`src/rtl/lsu_pkg.sv`:
```
// Shared types for the load/store unit: access sizes and FSM states.
package lsu_pkg;

    typedef enum logic [1:0] {
        SIZE_B = 2'b00,
        SIZE_H = 2'b01,
        SIZE_W = 2'b10
    } size_e;

    typedef enum logic [1:0] {
        IDLE,
        LOAD_RESP,
        RMW_WRITE
    } state_e;

endpackage

```
`src/rtl/lsu_align.sv`:
```
// Combinational lane logic: alignment check, load extraction/extension and
// sub-word merge of store data into the memory word.
module lsu_align
    import lsu_pkg::*;
(
    input  logic [1:0]  addr,
    input  logic [1:0]  size,
    input  logic        uns,
    input  logic [31:0] rdata,
    input  logic [31:0] wdata,
    output logic [31:0] ext_load,
    output logic [31:0] merged_word,
    output logic        misalign
);

    logic [7:0]  lane_b;
    logic [15:0] lane_h;

    always_comb begin
        lane_b      = rdata[{addr, 3'b000} +: 8];
        lane_h      = rdata[{addr[1], 4'b0000} +: 16];
        ext_load    = rdata;
        merged_word = rdata;
        misalign    = 1'b0;
        case (size_e'(size))
            SIZE_B: begin
                ext_load = {{24{~uns & lane_b[7]}}, lane_b};
                merged_word[{addr, 3'b000} +: 8] = wdata[7:0];
            end
            SIZE_H: begin
                ext_load = {{16{~uns & lane_h[15]}}, lane_h};
                merged_word[{addr[1], 4'b0000} +: 16] = wdata[15:0];
                misalign = addr[0];
            end
            SIZE_W: begin
                misalign = (addr != 2'b00);
            end
            default: begin
                misalign = 1'b1;
            end
        endcase
    end

endmodule

```
`src/rtl/lsu.sv`:
```
// MEM-stage load/store unit: word-aligned data-memory initiator with
// read-modify-write for byte/halfword stores.
module lsu
    import lsu_pkg::*;
(
    input  logic        clk,
    input  logic        rst_n,
    input  logic        req_valid,
    input  logic        req_we,
    input  logic [1:0]  req_size,
    input  logic        req_unsigned,
    input  logic [31:0] req_addr,
    input  logic [31:0] req_wdata,
    output logic        stall,
    output logic        load_valid,
    output logic [31:0] load_data,
    output logic        misalign,
    output logic        mem_read,
    output logic        mem_write,
    output logic [31:0] mem_addr,
    output logic [31:0] mem_wdata,
    input  logic [31:0] mem_rdata
);

    state_e      state;
    logic [31:0] wbuf;
    logic [31:0] abuf;
    logic [31:0] ext_load;
    logic [31:0] merged_word;
    logic        bad;
    logic [31:0] word_addr;

    assign word_addr = {req_addr[31:2], 2'b00};

    lsu_align u_align (
        .addr        (req_addr[1:0]),
        .size        (req_size),
        .uns         (req_unsigned),
        .rdata       (mem_rdata),
        .wdata       (req_wdata),
        .ext_load    (ext_load),
        .merged_word (merged_word),
        .misalign    (bad)
    );

    always_comb begin
        stall      = 1'b0;
        load_valid = 1'b0;
        misalign   = 1'b0;
        mem_read   = 1'b0;
        mem_write  = 1'b0;
        mem_addr   = '0;
        mem_wdata  = '0;
        case (state)
            IDLE: begin
                if (req_valid) begin
                    if (bad) begin
                        misalign = 1'b1;
                    end else if (req_we && req_size == SIZE_W) begin
                        mem_write = 1'b1;
                        mem_addr  = word_addr;
                        mem_wdata = req_wdata;
                    end else begin
                        mem_read = 1'b1;
                        mem_addr = word_addr;
                        stall    = 1'b1;
                    end
                end
            end
            LOAD_RESP: load_valid = 1'b1;
            RMW_WRITE: begin
                mem_write = 1'b1;
                mem_addr  = abuf;
                mem_wdata = wbuf;
            end
            default: ;
        endcase
        // Reset must cancel any in-flight write or load response immediately.
        if (!rst_n) begin
            stall      = 1'b0;
            load_valid = 1'b0;
            misalign   = 1'b0;
            mem_read   = 1'b0;
            mem_write  = 1'b0;
        end
    end

    always_ff @(posedge clk) begin
        if (!rst_n) begin
            state     <= IDLE;
            load_data <= '0;
            wbuf      <= '0;
            abuf      <= '0;
        end else begin
            case (state)
                IDLE: begin
                    if (req_valid && !bad) begin
                        if (!req_we) begin
                            load_data <= ext_load;
                            state     <= LOAD_RESP;
                        end else if (req_size != SIZE_W) begin
                            wbuf  <= merged_word;
                            abuf  <= word_addr;
                            state <= RMW_WRITE;
                        end
                    end
                end
                LOAD_RESP: state <= IDLE;
                RMW_WRITE: state <= IDLE;
                default:   state <= IDLE;
            endcase
        end
    end

endmodule

```
`config.mk`:
```
export PLATFORM = sky130hd
export DESIGN_NAME = lsu
export DESIGN_NICKNAME = d
export VERILOG_FILES = /design/src/rtl/lsu_pkg.sv /design/src/rtl/lsu_align.sv /design/src/rtl/lsu.sv
export SDC_FILE = /design/constraint.sdc
export NUM_CORES = 1
export LEC_CHECK = 0
export BUFFER_PORTS_ARGS = -buffer_cell sky130_fd_sc_hd__buf_2
export CAP_MARGIN = 10
export CORE_ASPECT_RATIO = 0.5
export CORE_MARGIN = 1.5
export CORE_UTILIZATION = 40
export CTS_BUF_LIST = sky130_fd_sc_hd__clkbuf_8 sky130_fd_sc_hd__clkbuf_16
export DETAILED_ROUTE_END_ITERATION = 12
export GPL_TIMING_DRIVEN = 0
export PLACE_DENSITY = 0.67
export SETUP_SLACK_MARGIN = 0.2
export SYNTH_ARGS = -nofsm -noshare
export SYNTH_HDL_FRONTEND = slang
export SYNTH_SLANG_ARGS = --single-unit
```
`constraint.sdc`:
```
create_clock -name clk -period 6.1 [get_ports clk]
set_clock_uncertainty 0.05 [all_clocks]
set_input_delay 0.915 -clock clk [delete_from_list [all_inputs] [get_ports clk]]
set_output_delay 0.915 -clock clk [all_outputs]
set_load 0.01 [all_outputs]
```
; After elaboration in Yosys (flattened, before gate mapping)
; Cells that the tools add are included.
[classes]
add_sub_neg = 2
n_eq_ne = 6
shift = 6
mux = 30
bitwise = 4
reduce_logical = 10
[op_table]
columns = cell, count
row1 = $pmux 32 s2, 4
row2 = $mux 32, 5
row3 = $bwmux 32, 2
row4 = $shift 16x7->32 const A, 1
row5 = $shift 8x7->32 const A, 1
row6 = $shiftx 16x7->32, 1
row7 = $shiftx 32x6->16, 1
row8 = $shiftx 32x6->8, 1
row9 = $shiftx 8x7->32, 1
row10 = $mux 1, 15
row11 = $neg 5->7, 2
row12 = $eq 2x1->1 const B, 2
row13 = $eq 2x2->1 const B, 2
row14 = $logic_not 2->1, 2
row15 = $mux 2, 2
row16 = $reduce_and 2->1, 2
row17 = $reduce_and 4->1, 1
row18 = $pmux 1 s3, 1
row19 = $reduce_and 3->1, 1
row20 = $and 1x1->1, 2
row21 = $logic_and 1x1->1, 2
row22 = $ne 2x1->1 const B, 1
row23 = $ne 2x2->1 const B, 1
row24 = $not 1->1, 2
row25 = 3 further kinds, 3
[totals]
register_bits = 96
in_bits = 103
out_inout_bits = 101
wordCells = 62

; Logic depth before layout (Yosys ltp)
[logic_depth]
ltp_word = 7
mapped_depth = 8
mapped_depth_nobuf = 6

; Cells and area by module
; A second synthesis with hierarchy kept.
[hier_totals]
hier_cells = 821
hier_area_um2 = 6368.6
[modules_own_cells]
columns = mod, instances, cells_per_inst, area_each_um2, seq_area_each_um2
row1 = lsu, 1, 513, 4524.3, 1921.8
row2 = lsu_align, 1, 308, 1844.3, 0.0

; Worst setup path after synthesis
; Ideal clock, no wire load.
[synth_path]
kind = input-to-output
start = input req_addr[1]
end = output mem_wdata[10]
arrival_ps = 2427
required_time_ps = 5135
path_slack_ps = 2708
cell_stages = 8
path_buffers = 2
path_cell_list = buf_6 -> inv_1 -> ha_1 -> nor2b_1 -> o21a_1 -> nor3b_2 -> buf_2 -> a22o_1
[synth_between]
elab_chain_cells = 5
[synth_lines]
columns = item, line
row1 = start: declaration, lsu.sv:12  ; input logic [31:0] req_addr,
row2 = $reduce_bool 2->1, lsu_align.sv:36  ; misalign = (addr != 2'b00);
row3 = $pmux 1 s3, lsu_align.sv:25  ; case (size_e'(size))
row4 = $mux 32, lsu.sv:57  ; if (bad) begin
row5 = $mux 32, lsu.sv:56  ; if (req_valid) begin
row6 = $pmux 32 s2, lsu.sv:54  ; case (state)
row7 = end: declaration, lsu.sv:21  ; output logic [31:0] mem_wdata,
; Every way passes these cells.

; Worst setup path after layout
[layout_path]
start = input req_addr[1]
end = output mem_wdata[6]
; The elaborated chain is that of the path after synthesis.

==> results_dict.tcl <==
set metrics [dict create \
    die_y_um 85.2 \
    drt_first_pass_iters 6 \
    ctsRootBufferMaster "clkbuf_16" \
    synth_cell_types 46 \
    synth_top_area_share 0.355 \
    met1_usage 0.402 \
    grt-busiest-layer "met2" \
    dp_cells 1036 \
    track_usage 0.285 \
    cts_resized 0 \
    die-area_um2 14300 \
    placed_area_um2 6630 \
    syn2layout_area_growth_pct 28.7 \
    path_class "input port to output pin" \
    layout_worst_path_cycle_share 0.703 \
    synth_top_area_cell "dfxtp_1" \
    crit_path_max_fanout 10 \
    finish.utilization 0.539 \
    yosysSeqAreaShare 0.355 \
    chipWidth_um 167 \
    portBuffers 200 \
    synth.avg_cell_area_um2 8.14 \
    row_count 29 \
    setup_viol 0 \
    synth_compound_gate_area_share 0.422 \
    power_density_nw_per_um2 229 \
    synth-warning-count 0 \
    cts_tree "done" \
    wl_per_cell_um 19.8 \
    fin_area_um2 6960 \
    cts_max_level 3 \
    drc_errors 0 \
    drv_cap 0 \
    rsz0062_at_grt "false" \
    instances_no_fill 1052 \
    synth_top_family_by_area "compound AO/OA/AOI/OAI gates" \
    use_met3 0.0812 \
    reg2reg_depth 5 \
    gp_congestion 1.02 \
    synthCells 664 \
    critPathLaunchType "input port" \
    synth_area_um2 5410 \
    viasPerCell 5.94 \
    num-nets-final 985 \
    required_ns 5.13 \
    crit_arrival_ns 3.32 \
    hold_viol 0 \
    synth_edf_count 0 \
    whs_ns 0.413 \
    synth-async-reset-ratio 0 \
    diodes 0 \
    numCtsBuffers 9 \
    maxSlewViolCount 0 \
    period_minus_slack_ns 4.29 \
    irDropWorstVdd_mv 0.125 \
    min_path_cells 2 \
    grt_max_degree 17 \
    yosys-top-cells-area "dfxtp_1, a22o_1, o21ai_0" \
    antenna_found_initial 0 \
    clock_path_buffers 2 \
    grtUsageMet2 0.429 \
    grt_pass1_wl_mm 31.4 \
    holdBufCountCts 0 \
    synthSimpleGateAreaFrac 0.132 \
    max_slew_margin 0.425 \
    clk-insertion-delay-late_ns 0.35 \
    worstHoldPathType "flip-flop to flip-flop" \
    ys_ff_latch 96 \
    fmax_ghz 0.233 \
    post_cts_buffers 0 \
    overflow 0 \
    first_global_vias 5478 \
    yosysMostFrequentCell "dfxtp_1" \
    drive_above_1_share 0.296 \
    vias 6254 \
    io_pins 204 \
    dp_hpwl_mm 15.7 \
    ys_top_cells_by_count "dfxtp_1, nand2_1, o21ai_0" \
    end_kind "output pin" \
    synth_adder_area_share 0.0116 \
    setup_tns_ns 0 \
    core_area_um2 12900 \
    synth.area.mux_share 0.0185 \
    initial_core_util 0.419 \
    clk_pin_slew_ns 0.07 \
    status "completed" \
    synth_top_flop_cell "dfxtp_1" \
    wirelength_mm 20.8 \
    drt_iter0_drc 678 \
    worst_pin_slew_ns 0.854 \
    synth_xor_xnor_area_share 0 \
    cts.sinks 96 \
    p_leak_nw 3.04 \
    ant_nets 0 \
]
==> area by class of cell <==
type / instances / area [um2]
Fill cell: 1288 / 5960
Multi-Input combinational cell: 495 / 3170
Sequential cell: 96 / 1920
Timing Repair Buffer: 201 / 1010
Buffer: 70 / 308
Clock buffer: 10 / 239
Tap cell: 170 / 213
Clock inverter: 6 / 91.3
Inverter: 4 / 15.0
==> metrics by stage <==
stage | total power (W) | worst slack (ns)
after floorplan | 0.000834 | 2.71
after global placement | 0.000965 | 1.81
after detailed placement | 0.000967 | 1.83
after CTS | 0.00160 | 1.82
after global routing | 0.00166 | 1.64
final | 0.00160 | 1.81
==> cell usage in the layout (no fill, tap or decap), drive strengths merged, types with 10 or more instances in the layout <==
cell | synthesis | routed
a21oi | 73 | 73
a221oi | 10 | 10
a22o | 63 | 63
a32oi | 15 | 15
nor2b | 13 | 13
nand2 | 94 | 94
o21ai | 85 | 85
a32o | 16 | 16
dfxtp | 96 | 96
clkbuf | 45 | 55
a21boi | 31 | 31
buf | 25 | 226
==> worst paths after layout <==
path	startpoint	endpoint	slack (ns)
worst min register to register	abuf[5]	abuf[5]	0.41
worst max register to register	state[0]	wbuf[19]	3.77
worst max-delay path	req_addr[1]	mem_wdata[6]	1.81
worst min-delay path	abuf[5]	abuf[5]	0.41
==> cells by family after synthesis <==
group           Yosys count
fa+ha+maj                 5
other cells               1
mux                       9
buf+inv                  74
flops                    96
compound gates          330
simple gates            149
==> registers in the layout, summed over array words and instances, names as in the netlist <==
name / cells
abuf: 30
load_data: 32
wbuf: 32
state: 2
==> worst max-delay path, stage by stage <==
cell and delay, ns:
buf_2 0.13, buf_6 0.14, inv_1 0.14, ha_1 0.31, nor2b_1 0.25, o21a_1 0.30
nor3b_2 0.51, buf_2 0.31, a22o_1 0.18, buf_2 0.14
==> report_power, final <==
part           total (W)  internal, W  leakage (nW)  switching [W]
Sequential      0.000668     0.000654         0.782      0.0000139
Clock           0.000634     0.000373         0.163       0.000261
Combinational   0.000295     0.000112          2.09       0.000182
==> per-layer routing <==
layer,vias up,wire [um]
li1,2934,-
met1,2936,9350
met2,343,8860
met3,41,2210
met4,0,354
met5,-,0
Note: power is estimated with default switching activity, not from simulation.
